===== src/rtl/sample_stream_rx.sv =====
// sample_stream_rx: 8N1 UART receiver that reassembles 3-byte, LSB-first
// 24-bit samples. Includes inter-byte timeout and stop-bit error recovery.
module sample_stream_rx #(
    parameter int unsigned CLK_FREQ     = 10000,
    parameter int unsigned BAUD         = 1000,
    parameter int unsigned TIMEOUT_BITS = 30
) (
    input  logic        clk1,
    input  logic        rst_n,
    input  logic        rx,
    output logic [7:0]  byte_data,
    output logic        byte_valid,
    output logic [23:0] sample,
    output logic        sample_valid,
    output logic        frame_err,
    output logic        busy
);

    localparam int unsigned Div   = CLK_FREQ / BAUD;
    localparam int unsigned CntW  = $clog2(Div);
    localparam int unsigned TMax  = TIMEOUT_BITS * Div;
    localparam int unsigned TcntW = $clog2(TMax + 1);

    localparam logic [CntW-1:0]  CntHalf = CntW'(Div / 2 - 1);
    localparam logic [CntW-1:0]  CntFull = CntW'(Div - 1);
    localparam logic [TcntW-1:0] TcntMax = TcntW'(TMax);

    typedef enum logic [2:0] {StIdle, StStart, StData, StStop, StBreak} state_e;

    logic             rx_meta_q, rx_s_q;
    state_e           state_q;
    logic [CntW-1:0]  cnt_q;
    logic [2:0]       bit_idx_q;
    logic [7:0]       shreg_q;
    logic [1:0]       idx_q;
    logic [15:0]      stg_q;
    logic [TcntW-1:0] tcnt_q;
    logic [7:0]       byte_data_q;
    logic             byte_valid_q;
    logic [23:0]      sample_q;
    logic             sample_valid_q;
    logic             frame_err_q;

    // Two-flop synchroniser; presets to idle-high so reset never looks like a start bit.
    always_ff @(posedge clk1) begin
        if (!rst_n) begin
            rx_meta_q <= 1'b1;
            rx_s_q    <= 1'b1;
        end else begin
            rx_meta_q <= rx;
            rx_s_q    <= rx_meta_q;
        end
    end

    // Bit FSM, byte assembler and inter-byte timeout, all with registered outputs.
    always_ff @(posedge clk1) begin
        if (!rst_n) begin
            state_q        <= StIdle;
            cnt_q          <= '0;
            bit_idx_q      <= '0;
            shreg_q        <= '0;
            idx_q          <= '0;
            stg_q          <= '0;
            tcnt_q         <= '0;
            byte_data_q    <= '0;
            byte_valid_q   <= 1'b0;
            sample_q       <= '0;
            sample_valid_q <= 1'b0;
            frame_err_q    <= 1'b0;
        end else begin
            byte_valid_q   <= 1'b0;
            sample_valid_q <= 1'b0;
            frame_err_q    <= 1'b0;

            case (state_q)
                StIdle: begin
                    if (!rx_s_q) begin
                        state_q <= StStart;
                        cnt_q   <= '0;
                    end
                end
                StStart: begin
                    if (cnt_q == CntHalf) begin
                        cnt_q     <= '0;
                        bit_idx_q <= '0;
                        // Line back high at mid start bit: treat as a glitch.
                        state_q   <= rx_s_q ? StIdle : StData;
                    end else begin
                        cnt_q <= cnt_q + 1'b1;
                    end
                end
                StData: begin
                    if (cnt_q == CntFull) begin
                        cnt_q     <= '0;
                        shreg_q   <= {rx_s_q, shreg_q[7:1]};
                        bit_idx_q <= bit_idx_q + 1'b1;
                        if (bit_idx_q == 3'd7) begin
                            state_q <= StStop;
                        end
                    end else begin
                        cnt_q <= cnt_q + 1'b1;
                    end
                end
                StStop: begin
                    if (cnt_q == CntFull) begin
                        cnt_q <= '0;
                        if (rx_s_q) begin
                            byte_data_q  <= shreg_q;
                            byte_valid_q <= 1'b1;
                            tcnt_q       <= '0;
                            state_q      <= StIdle;
                            case (idx_q)
                                2'd0: begin
                                    stg_q[7:0] <= shreg_q;
                                    idx_q      <= 2'd1;
                                end
                                2'd1: begin
                                    stg_q[15:8] <= shreg_q;
                                    idx_q       <= 2'd2;
                                end
                                2'd2: begin
                                    sample_q       <= {shreg_q, stg_q};
                                    sample_valid_q <= 1'b1;
                                    idx_q          <= 2'd0;
                                end
                                default: idx_q <= 2'd0;
                            endcase
                        end else begin
                            frame_err_q <= 1'b1;
                            idx_q       <= 2'd0;
                            tcnt_q      <= '0;
                            state_q     <= StBreak;
                        end
                    end else begin
                        cnt_q <= cnt_q + 1'b1;
                    end
                end
                StBreak: begin
                    // Hold off until the line returns high so a stuck-low line is one error.
                    if (rx_s_q) begin
                        state_q <= StIdle;
                    end
                end
                default: state_q <= StIdle;
            endcase

            // Timeout only runs between bytes of a partial sample; it overrides idx even if a
            // start edge arrives in the same cycle, so that character becomes byte 0.
            if (state_q == StIdle && idx_q != 2'd0) begin
                if (tcnt_q == TcntMax) begin
                    idx_q       <= 2'd0;
                    tcnt_q      <= '0;
                    frame_err_q <= 1'b1;
                end else begin
                    tcnt_q <= tcnt_q + 1'b1;
                end
            end
        end
    end

    assign byte_data    = byte_data_q;
    assign byte_valid   = byte_valid_q;
    assign sample       = sample_q;
    assign sample_valid = sample_valid_q;
    assign frame_err    = frame_err_q;
    assign busy         = (state_q != StIdle) || (idx_q != 2'd0);

endmodule


===== config.mk =====
export PLATFORM = sky130hd
export DESIGN_NAME = sample_stream_rx
export DESIGN_NICKNAME = d
export VERILOG_FILES = /design/src/rtl/sample_stream_rx.sv
export SDC_FILE = /design/constraint.sdc
export NUM_CORES = 1
export LEC_CHECK = 0
export CORE_UTILIZATION = 56
export CTS_BUF_LIST = sky130_fd_sc_hd__clkbuf_4 sky130_fd_sc_hd__clkbuf_8 sky130_fd_sc_hd__clkbuf_16
export CTS_CLUSTER_SIZE = 40
export DETAILED_ROUTE_END_ITERATION = 12
export PLACE_DENSITY = 0.82
export SYNTH_ARGS = -nofsm -noshare
export SYNTH_HDL_FRONTEND = slang
export SYNTH_SLANG_ARGS = --single-unit

===== constraint.sdc =====
create_clock -name clk1 -period 2.15 [get_ports clk1]
set_input_delay 0.3225 -clock clk1 [delete_from_list [all_inputs] [get_ports clk1]]
set_output_delay 0.3225 -clock clk1 [all_outputs]
set_load 0.01 [all_outputs]

Word-level counts from Yosys, hierarchy flattened
Cells that the tools add are included.

operators by class
  eq/ne operators = 16
  reductions and logical operators = 22
  add/subtract/negate cells = 3
  muxes and demuxes = 33

operators with widths
  operator             number
  $mux 9               4
  $mux 3               9
  $reduce_and 4->1     4
  $pmux 3 s5           1
  $mux 2               6
  $mux 4               3
  $ne 2x2->1 const B   6
  $pmux 4 s3           1
  $add 9x1->9 const B  1
  $eq 9x9->1 const B   1
  $reduce_and 3->1     3
  $reduce_bool 2->1    4
  $mux 1               7
  $eq 3x2->1 const B   2
  $eq 3x3->1 const B   2
  $pmux 3 s2           1
  $reduce_and 2->1     3
  $reduce_and 6->1     1
  $reduce_bool 3->1    2
  $add 4x1->4 const B  1
  $eq 4x3->1 const B   1
  $eq 4x4->1 const B   1
  $pmux 2 s2           1
  $add 3x1->3 const B  1
  other kinds (8)      8

storage, ports and cells
  output and inout port bits = 36
  bits in registers = 82

Longest topological paths before layout
Gate-level depths: netlist (run 1).

  word-level depth = 7
  gate-level depth with buffers = 9

Least setup slack after synthesis (run 1)
Ideal clock, no wire load.

  kind = flip-flop to flip-flop
  from = register cnt_q[0]
  to = register bit_idx_q[1]
  data arrival time = 1.395 ns
  cell stages (with the launch flop) = 8
  required time = 2.018 ns
  path buffers = 2
  setup slack = 0.623 ns
  library setup time = 0.132 ns
  period minus slack after synthesis = 1.527 ns
  cells stage by stage = dfxtp_1 -> ha_1 -> and3b_1 -> buf_2 -> nand2_1 -> buf_2 -> o211ai_1 -> a21oi_1

between the ends
  word-level cells in the longest chain between the ends = 3

RTL lines
  element                                          RTL line  source
  start: declaration                               32        logic [CntW-1:0] cnt_q;
  start signal: assignment                         89        cnt_q <= cnt_q + 1'b1;
  start signal: assignment                         101       cnt_q <= cnt_q + 1'b1;
  start signal: assignment                         135       cnt_q <= cnt_q + 1'b1;
  $eq 4x4->1 / $eq 4x3->1 (equally long branches)  93, 83
  $ne 2x2->1 (no source line)                      n/a
  $reduce_and 3->1 (no source line) *              n/a
  end signal: assignment                           96        bit_idx_q <= bit_idx_q + 1'b1;
  end: declaration                                 33        logic [2:0] bit_idx_q;

Every way passes the cells marked *; elsewhere a longest branch is shown, timed or not.
A chain may end at the register's enable or synchronous reset.

Final worst setup path (run 1)
  from = register state_q[2]
  to = output port busy

between the ends
  word-level cells in the longest chain between the ends = 2

RTL lines
  element                   RTL line  source
  start: declaration        31        state_e state_q;
  start signal: assignment  58        state_q <= StIdle;
  start signal: assignment  78        state_q <= StStart;
  start signal: assignment  87        state_q <= rx_s_q ? StIdle : StData;
  $reduce_bool 3->1         166       assign busy = (state_q != StIdle) || (idx_q != 2'd0);
  $logic_or 1x1->1          166
  end: declaration          16        output logic busy

Every way passes these cells.

==> results of run 1 <==
-- worst register-to-register path, stage by stage, from the launching register on --
cell	delay [ns]
dfxtp_1	0.41
ha_1	0.18
and3b_1	0.51
nand2_1	0.23
buf_4	0.23
nand2_1	0.08
a21oi_1	0.06
-- layer usage --
layer  vias to the layer above  global-route usage, %  wire [um]
met5                         -                      0          0
met4                         0                   6.43         94
met3                        17                   5.73        284
met2                        67                   37.6       3270
met1                      1289                   27.9       3090
li1                       1426                      -          -
-- placed cells by master, fill, tap and decap left out, types with 2 or more instances in the layout --
| cell | n |
|---|---|
| nand2b_1 | 2 |
| nand3_1 | 54 |
| a211oi_1 | 2 |
| clkinvlp_4 | 2 |
| clkbuf_8 | 9 |
| and2_1 | 2 |
| nor3_1 | 6 |
| o211ai_1 | 2 |
| o21ai_2 | 4 |
| o211ai_2 | 4 |
| nand2_1 | 53 |
| nand3b_1 | 3 |
| inv_1 | 7 |
| nor2_1 | 18 |
| o21ai_1 | 17 |
| ha_1 | 7 |
| a21oi_1 | 14 |
| dfxtp_1 | 82 |
| xor2_1 | 2 |
| clkdlybuf4s50_1 | 37 |
| nand3_2 | 7 |
| nand4_1 | 6 |
| buf_4 | 9 |
| clkinv_2 | 2 |
| inv_6 | 3 |
| a31oi_1 | 2 |
| o21ai_0 | 26 |
| nor2b_1 | 4 |
| mux2i_1 | 9 |
| and3b_1 | 2 |
| nand4_4 | 3 |
-- kinds of logic (layout without fill, tap and decap cells) --
kind of cell,after synthesis,count (layout),share of synthesized area [%]
AOI/OAI and AO/OA,80,80,15.3
xor gates and xnor gates,2,2,0.499
adders and majority gates,7,7,2.49
buffers and inverters,35,70,5.77
DFF,82,82,46.8
muxes,10,10,2.89
and+or+nand+nor,169,169,26.3
-- through the flow --
| stage | setup slack, ns | hold slack, ns |
|---|---|---|
| after global routing | 0.0622 | 0.439 |
| after CTS | 0.0563 | 0.400 |
| after floorplan | 0.623 | 0.386 |
| after global placement | 0.462 | 0.432 |
| after detailed placement | 0.409 | 0.416 |
| final | 0.124 | 0.401 |
-- power by group --
part           internal, W  switching (W)  leakage [nW]
Sequential         0.00153      0.0000197         0.661
Clock             0.000427       0.000583        0.0864
Combinational    0.0000569      0.0000902         0.645
-- repair_timing --
action / 4_1_cts / 5_1_grt
endpoints found under the setup margin: 0 / 1
hold endpoints to repair: 0 / 0
gates resized for setup: 0 / 1
hold buffers: 0 / 0
-- registers in the layout, indices dropped and copies added (netlist names) --
| register | count |
|---|---|
| bit_idx_q | 3 |
| rx_meta_q | 1 |
| sample_valid | 1 |
| byte_data | 8 |
| tcnt_q | 9 |
| frame_err | 1 |
| cnt_q | 4 |
| state_q | 3 |
| rx_s_q | 1 |
| sample | 24 |
| stg_q | 16 |
| shreg_q | 8 |
| byte_valid | 1 |
| idx_q | 2 |
-- how the worst min path moves through the flow --
stage	cells past startpoint	slack (ns)	endpoint	start
after global placement	1	0.43	rx_s_q	rx_meta_q
after detailed placement	1	0.42	rx_s_q	rx_meta_q
final	3	0.40	frame_err	rst_n
after CTS	3	0.40	frame_err	rst_n
after global routing	3	0.44	frame_err	rst_n
after floorplan	1	0.39	rx_s_q	rx_meta_q
-- layout make-up --
cell class | instances | area (um^2)
fillers | 451 | 1940
multi-input cells | 268 | 1670
flip-flops and latches | 82 | 1640
repair buffers | 47 | 443
clock buffers | 9 | 124
well taps | 75 | 93.8
clock inverters | 7 | 51.3
inverters | 7 | 26.3
==> qor_table.md, run 1 <==
| Metric | This run |
| --- | --- |
| Data arrival time at the worst-slack endpoint | 1.70 ns |
| Later-pin clock latency in the skew report | 0.36 ns |
| Number of buffers added by the clock tree synthesis step | 9 |
| Cell at the slowest stage of the critical path | clkdlybuf4s50_1 |
| # H-tree levels | 3 |
| Accumulated negative setup slack | 0 ns |
| Worst path bufs/invs | 1 |
| Required arrival time at the worst endpoint | 1.83 ns |
| Mean routed wirelength per cell | 13.6 um |
| Final Slew Violations | 0 |
| Class of the most critical hold timing path | in -> reg |
| Final critical-path share of the clock period | 94.2% |
| EDFF count, synth | 0 |
| Worst reg-to-reg path cell count | 6 |
| Wire length of the first global-routing pass | 11.2 mm |
| Post-placement cell count | 479 |
| Final routed DRC violation total | 0 |
| Pin count of the biggest net entering global routing | 49 |
| Global-route congestion overflow total | 0 |
| Die Footprint | 0.00659 mm^2 |
| Leakage dissipation | 1.39 nW |
| Asr flop ratio synth | 0% |
| Vertical die dimension | 81.2 um |
| Antenna Violating Nets Remaining | 0 |
| Fraction of layout instances using a drive strength above 1 | 13.1% |
| Total Power | 0.00270 W |
| Standard-cell row count | 28 |
| Type of element launching the critical path | flop |
| Post-Synthesis Net Count | 395 |
| Maximum operating frequency | 494 MHz |
| Clock root cell | clkbuf_8 |
| Number of global-route vias before repair | 2,429 |
| Setup slack of the worst register-to-register path | 0.35 ns |
| Number of register bits inferred by synthesis | 82 |
| Post-route minimum period | 2.03 ns |
| Overall global routing resource usage | 22.3% |
| Final-report setup violation count | 0 |
| Overall via count from detail_route | 2,799 |
| Syn_area_per_cell | 9.12 um^2 |
| Source of the worst register-to-register timing path | cnt_q[0] |
| Placed instance area | 0.00387 mm^2 |
| Weighted congestion reported at the end of routability-driven placement | 0.823 |
| Register area share after synthesis | 46.8% |
| Outcome | completed |
| Clk sink count | 82 |
| Worst path cell trace | nor3_4 > nand2_1 > clkdlybuf4s50_1 |
| Area share of the leading cell type in the synthesized netlist | 46.8% |
| CTS tree | done |
| Worst slew pin tran | 0.654 ns |
| Warnings, synthesis | 0 |
| Top post-synthesis cells by count | dfxtp_1, nand3_1, nand2_1, o21ai_0, nor2_1 |
| Biggest cell delay along the critical path | 0.49 ns |
| Horizontal extent of the die | 81.2 um |
| Final-stage net count | 425 |
| Crit path max fanout | 8 |
| Clock skew | 0.0124 ns |
| Launching instance or port of the critical path | state_q[2] |
| Setup repair after global routing missed its margin | false |
| Initial antenna violation count | 0 |
| Power per Cell Area | 667 mW/mm^2 |
| Cell type group with the largest total delay on the critical path | buffers and inverters |
| Top post-synthesis cells by area | dfxtp_1, nand3_1, nand2_1, o21ai_0, mux2i_1 |
| Top FF cell, synth | dfxtp_1 |
| Final Non-Filler Cells | 495 |
| Core box area | 0.00599 mm^2 |
| Inserted Diodes | 0 |
| Count of cell types in the netlist | 50 |
| Hpwl dp | 4.63 mm |
| End-of-flow core utilization | 67.6% |
| Number of hold violations in the final report | 0 |
| Count of boundary I/O pins | 39 |
| Most area-hungry cell type in the Yosys netlist | dfxtp_1 |
| Reg clk slew, reported paths | 0.08 ns |
| Relative slew slack | 56.3% |
| CTS Buffer Depth | 2 |
| Max capacitance violation total | 0 |
| Count of input and output buffers | 38 |
| Largest vdd supply drop | 0.000476 V |
| Instance count of the mapped netlist | 385 |
| Post-Synthesis Cell Area | 0.00351 mm^2 |
| Total iterations of the first detailed-routing run | 4 |
| Initial DRC count | 164 |
| Layout-stage area growth over the synthesis result | 15.4% |
| Per-cell via count in the routed design | 5.65 |
| Total Routed Length | 6.73 mm |
| Initial Util | 58.6% |
| Most repeated cell in the gate-level netlist after synthesis | dfxtp_1 |
| Worst Setup EP | busy |
| Fin area | 0.00405 mm^2 |
| Crit Reg-Reg Endpoint | shreg_q[3] |
| Number of cells on the critical path | 3 |
| Type of destination of the critical path | output port |
| Post-CTS Setup Inserts | 0 |
| Crit Path Category | reg -> out |
(Power assumes the default switching activity.)
==> run 2: changes to the inputs <==
GPL_TIMING_DRIVEN = 0   (was unset)
HOLD_SLACK_MARGIN = 0.03   (was unset)
TNS_END_PERCENT = 50   (was unset)
==> run 2 against run 1 <==
Combinational power is 9.5% higher; global-route usage up 3.0 points; clock skew fell by 0.0015 ns; register-to-register slack improved by 0.03 ns; die area unchanged; utilization is 2.3 points higher; sequential share of layout area is 1.3 points lower; critical path type unchanged; cell count rose by 3.8%; hold slack gained 0.011 ns; flip-flop and latch count unchanged; count of clock-buffer cells in the layout increased by 1.
==> qor_table.md, run 2 (synthesized netlist as in run 1, its figures left out) <==
| Metric | This run |
| --- | --- |
| Count of boundary I/O pins | 39 |
| CTS tree | done |
| Final-stage net count | 444 |
| Later-pin clock latency in the skew report | 0.36 ns |
| Wire length of the first global-routing pass | 12.5 mm |
| Power per Cell Area | 673 mW/mm^2 |
| Total iterations of the first detailed-routing run | 5 |
| Final Slew Violations | 0 |
| Weighted congestion reported at the end of routability-driven placement | 0.822 |
| Type of destination of the critical path | output port |
| Initial antenna violation count | 0 |
| CTS Buffer Depth | 2 |
| Hpwl dp | 5.37 mm |
| Count of input and output buffers | 38 |
| Core box area | 0.00599 mm^2 |
| Overall global routing resource usage | 25.3% |
| Inserted Diodes | 0 |
| Most frequent standard cell in the layout excluding fill and tap cells | dfxtp_1 |
| Final-report setup violation count | 0 |
| Crit path max fanout | 8 |
| Part of the power in the clock network | 39.4% |
| # H-tree levels | 3 |
| Initial DRC count | 253 |
| Setup slack of the worst register-to-register path | 0.38 ns |
| Maximum operating frequency | 497 MHz |
| Reg clk slew, reported paths | 0.08 ns |
| Clock root cell | clkbuf_8 |
| Vertical die dimension | 81.2 um |
| Horizontal extent of the die | 81.2 um |
| Layout-stage area growth over the synthesis result | 19.3% |
| Global-route congestion overflow total | 0 |
| Fillers | 466 |
| Class of the most critical hold timing path | reg -> reg |
| Type of element launching the critical path | flop |
| Number of hold violations in the final report | 0 |
| Post-route minimum period | 2.01 ns |
| Setup repair after global routing missed its margin | false |
| Final critical-path share of the clock period | 93.5% |
| Antenna Violating Nets Remaining | 0 |
| Flip-flop count of the largest register, all copies and words added | 24 |
| Crit Path Category | reg -> out |
| Overall via count from detail_route | 2,907 |
| Required arrival time at the worst endpoint | 1.83 ns |
| Per-cell via count in the routed design | 5.66 |
| Sw power | 0.000678 W |
| Sequential Power Share | 54.9% |
| Mean routed wirelength per cell | 14.6 um |
| Cell Int Power | 0.00214 W |
| Standard-cell row count | 28 |
| Most frequent cells in the layout | dfxtp_1, nand3_1, nand2_1 |
| Data arrival time at the worst-slack endpoint | 1.69 ns |
| Relative slew slack | 66.3% |
| Total Routed Length | 7.51 mm |
| Worst hold margin | 0.413 ns |
| Initial Util | 58.6% |
| Number of buffers added by the clock tree synthesis step | 9 |
| Final routed DRC violation total | 0 |
| Combinational share of power | 5.7% |
| Clock skew | 0.0109 ns |
| Clk sink count | 82 |
| Number of global-route vias before repair | 2,724 |
| Number of hold buffers added after CTS | 0 |
| Worst slew pin tran | 0.505 ns |
| Accumulated negative setup slack | 0 ns |
| Pin count of the biggest net entering global routing | 15 |
| Fraction of layout instances using a drive strength above 1 | 13.9% |
| Outcome | completed |
| Max capacitance violation total | 0 |
| Largest vdd supply drop | 0.000458 V |
| Leakage dissipation | 1.46 nW |
| Die Footprint | 0.00659 mm^2 |
| Switching fraction of total power | 24.1% |
## run 2: changes by cell type in the layout (fill, tap and decap cells not counted)
cell	change
inv_6	-2
buf_8	+1
clkbuf_1	+8
buf_2	+5
clkinvlp_4	-1
clkdlybuf4s50_1	+1
bufinv_16	+1
clkinv_4	+1
buf_6	+5
buf_4	-5
buf_1	+4
clkbuf_4	+1
## run 2: final cells by class
cell class              instances  area [um^2]  share of cell area [%]
clock inverters                 6         65.1                    1.55
inverters                       7         26.3                   0.627
repair buffers                 38          380                    9.08
clock buffers                  10          131                    3.14
multi-input cells             268         1670                    39.9
flip-flops and latches         82         1640                    39.2
plain buffers                  28          176                    4.21
well taps                      75         93.8                    2.24
## run 2: stage by stage
| stage | total power [W] | setup slack (ns) | std cells | util [%] | area, um^2 |
|---|---|---|---|---|---|
| floorplan | 0.00169 | 0.623 | 385 | - | 3510 |
| global placement | 0.00173 | 0.0567 | 498 | 66.5 | 3990 |
| detailed placement | 0.00174 | 0.0196 | 498 | 66.5 | 3990 |
| CTS | 0.00283 | 0.0410 | 514 | 69.8 | 4180 |
| global route | 0.00293 | 0.0291 | 514 | 69.9 | 4190 |
| finish | 0.00282 | 0.140 | 514 | 69.9 | 4190 |
## run 2: worst paths after layout
check,from,end,depth (start not counted)
setup / recovery,state_q[2],busy,3
hold / removal,rx_meta_q,rx_s_q,1
setup reg to reg,cnt_q[1],sample[21],7
hold reg to reg,rx_meta_q,rx_s_q,1
## run 2: power groups by stage
stage / sequential (W) / combinational [W] / clock [W]
after floorplan: 0.00158 / 0.000114 / 0
final: 0.00155 / 0.000161 / 0.00111
after global placement: 0.00158 / 0.000151 / 0
after detailed placement: 0.00158 / 0.000159 / 0
after CTS: 0.00154 / 0.000160 / 0.00113
after global routing: 0.00155 / 0.000179 / 0.00120
## run 2: metal layers
layer	routed length, um	GRT usage (%)	up-vias	share of wire, %
li1	-	-	1451	-
met1	3400	31.8	1358	45
met2	3600	40.8	79	48
met3	341	6.18	19	4.5
met4	172	11.6	0	2.3
met5	0	0	-	0
## run 2: critical path, stage by stage (launching register included)
cell and delay, ns:
dfxtp_1 0.43, nor3_4 0.31, nand2_1 0.11, clkdlybuf4s50_1 0.49
## run 2: repair_timing
| item | in CTS | in global routing |
|---|---|---|
| endpoints found under the hold margin | 0 | 0 |
| endpoints found under the setup margin | 0 | 1 |
| buffers inserted | 0 | 0 |
| resized for setup | 0 | 1 |
==> run 3: changes to the inputs <==
ABC_AREA = 1   (was unset)
CELL_PAD_IN_SITES_DETAIL_PLACEMENT = 1   (was unset)
CELL_PAD_IN_SITES_GLOBAL_PLACEMENT = 1   (was unset)
CORE_UTILIZATION = 40   (was 56)
PLACE_DENSITY = 0.81   (was 0.82)
==> run 3 against run 2 <==
Flip-flop and latch count is the same; setup slack gained 0.11 ns; sequential share of layout area grew 1.4 points; combinational power grew to 2.6 times the previous value; synthesized cell count grew 12%.
==> qor_table.md, run 3 <==
| Metric | This run |
| --- | --- |
| Die Footprint | 0.00866 mm^2 |
| Syn_area_per_cell | 7.68 um^2 |
| Power per Cell Area | 806 mW/mm^2 |
| Fin area | 0.00404 mm^2 |
| Most repeated cell in the gate-level netlist after synthesis | nor2_1 |
| Flip-flop count of the largest register, all copies and words added | 24 |
| Top post-synthesis cells by count | nor2_1, dfxtp_1, o21ai_0, a21oi_1, nand2_1 |
| Total area of sequential cells | 0.00164 mm^2 |
| Final-report setup violation count | 0 |
| Hpwl dp | 6.15 mm |
| CTS Buffer Depth | 2 |
| Top post-synthesis cells by area | dfxtp_1, nor2_1, o21ai_0, a21oi_1, nand2_1 |
| Weighted congestion reported at the end of routability-driven placement | 0.812 |
| Accumulated negative setup slack | 0 ns |
| Horizontal extent of the die | 93.1 um |
| Most area-hungry cell type in the Yosys netlist | dfxtp_1 |
| Most frequent cells in the layout | nor2_1, dfxtp_1, o21ai_0 |
| Overall global routing resource usage | 21.4% |
| Count of input and output buffers | 38 |
| Clock skew | 0.0120 ns |
| Post-Synthesis Cell Area | 0.00332 mm^2 |
| Pin count of the biggest net entering global routing | 15 |
| Combinational share of power | 12.7% |
| Type of destination of the critical path | output port |
| Global-route congestion overflow total | 0 |
| Final Slew Violations | 0 |
| Relative slew slack | 59.0% |
| Leakage dissipation | 1.55 nW |
| Initial Util | 42.1% |
| Number of hold buffers added after CTS | 0 |
| Max capacitance violation total | 0 |
| Class of the most critical hold timing path | reg -> reg |
| Sequential Power Share | 49.5% |
| Fillers | 1,000 |
| Final critical-path share of the clock period | 88.4% |
| Instance count of the mapped netlist | 432 |
| Setup repair after global routing missed its margin | false |
| Vertical die dimension | 93.1 um |
| Top FF cell, synth | dfxtp_1 |
| Fraction of layout instances using a drive strength above 1 | 7.42% |
| Count of boundary I/O pins | 39 |
| Later-pin clock latency in the skew report | 0.36 ns |
| Final-stage net count | 491 |
| Per-cell via count in the routed design | 5.10 |
| Wire length of the first global-routing pass | 14.3 mm |
| Data arrival time at the worst-slack endpoint | 1.58 ns |
| Cell Int Power | 0.00236 W |
| Placed instance area | 0.00383 mm^2 |
| Post-CTS Setup Inserts | 0 |
| Multi-input combinational cell area | 0.00143 mm^2 |
| Post-placement cell count | 572 |
| Most frequent standard cell in the layout excluding fill and tap cells | nor2_1 |
| Worst slew pin tran | 0.613 ns |
| Core box area | 0.00789 mm^2 |
| EDFF count, synth | 0 |
| Maximum operating frequency | 526 MHz |
| Crit path max fanout | 6 |
| Post-route minimum period | 1.90 ns |
| Total Routed Length | 8.31 mm |
| Mean routed wirelength per cell | 14.2 um |
| Final Non-Filler Cells | 587 |
| Clk sink count | 82 |
| Outcome | completed |
| Standard-cell row count | 32 |
| Number of buffers added by the clock tree synthesis step | 9 |
| Initial DRC count | 124 |
| # H-tree levels | 3 |
| Switching fraction of total power | 27.4% |
| Number of register bits inferred by synthesis | 82 |
| Biggest cell delay along the critical path | 0.49 ns |
| PostCTS Resize Cnt | 0 |
| Sw power | 0.000892 W |
| Final routed DRC violation total | 0 |
| Clock root cell | clkbuf_8 |
| Required arrival time at the worst endpoint | 1.83 ns |
| Inserted Diodes | 0 |
| Warnings, synthesis | 0 |
| Largest vdd supply drop | 0.000426 V |
| Cell at the slowest stage of the critical path | clkdlybuf4s50_1 |
| Overall via count from detail_route | 2,991 |
| Part of the power in the clock network | 37.8% |
| Area share of the leading cell type in the synthesized netlist | 49.5% |
| Antenna Violating Nets Remaining | 0 |
| CTS tree | done |
| Type of element launching the critical path | flop |
| Post-Synthesis Net Count | 442 |
| Count of cell types in the netlist | 29 |
| Total iterations of the first detailed-routing run | 6 |
| Number of global-route vias before repair | 2,988 |
| Asr flop ratio synth | 0% |
| Register area share after synthesis | 49.5% |
| Initial antenna violation count | 0 |
| Number of hold violations in the final report | 0 |
| Worst path cell trace | nor2_1 > nand3_1 > clkdlybuf4s50_1 |
| Crit Path Category | reg -> out |
| Reg clk slew, reported paths | 0.08 ns |
| Layout-stage area growth over the synthesis result | 21.8% |
-- run 3: final timing paths --
kind	slack [ns]	startpoint	cells past startpoint	to
worst min-delay path	0.42	rx_meta_q	1	rx_s_q
worst min register to register	0.42	rx_meta_q	1	rx_s_q
worst max-delay path	0.25	state_q[0]	3	busy
worst max register to register	0.28	cnt_q[1]	10	sample[19]
-- run 3: area by class of cell --
cell class | count | area share (%)
Tap cell | 102 | 3.16
Clock inverter | 6 | 2.23
Timing Repair Buffer | 38 | 9.41
Multi-Input combinational cell | 297 | 35.3
Sequential cell | 82 | 40.6
Clock buffer | 9 | 3.07
Inverter | 34 | 3.19
Buffer | 19 | 2.97
-- run 3: worst max-delay path: cells and delay by family, from the launching register on --
family	cells	cell delay, ns
buffers and inverters	1	0.49
DFF	1	0.37
and+or+nand+nor	2	0.35
-- run 3: kinds of logic (layout without fill, tap and decap cells) --
group,Yosys count,after routing,share of synthesized area [%]
flops,82,82,49.5
buf+inv,53,106,7.50
compound gates,115,115,17.5
xor+xnor,2,2,0.528
fa+ha+maj,7,7,2.64
simple gates,173,173,22.3
-- run 3: power groups by stage --
stage | sequential, W | clock, W | combinational [W]
floorplan | 0.00164 | 0 | 0.000301
detailed placement | 0.00165 | 0 | 0.000409
finish | 0.00161 | 0.00123 | 0.000414
global placement | 0.00164 | 0 | 0.000396
global route | 0.00162 | 0.00133 | 0.000479
CTS | 0.00161 | 0.00126 | 0.000420
-- run 3: through the flow --
stage	total power, W	util, %	setup slack, ns	hold WS, ns
6_report	0.00326	51.2	0.249	0.423
5_1_grt	0.00343	51.2	0.0966	0.448
4_1_cts	0.00329	51.2	0.239	0.429
3_5_place_dp	0.00206	48.5	0.300	0.408
3_3_place_gp	0.00204	48.5	0.362	0.397
2_1_floorplan	0.00194	-	0.632	0.393
-- run 3: metal layers --
metal	GRT usage [%]	wire, um	up-vias	share of wire, %
met5	0	0	-	0
met4	7.82	123	0	1.5
met3	4.63	246	10	3.0
met2	37.8	4190	48	50
met1	25.2	3750	1422	45
li1	-	-	1511	-
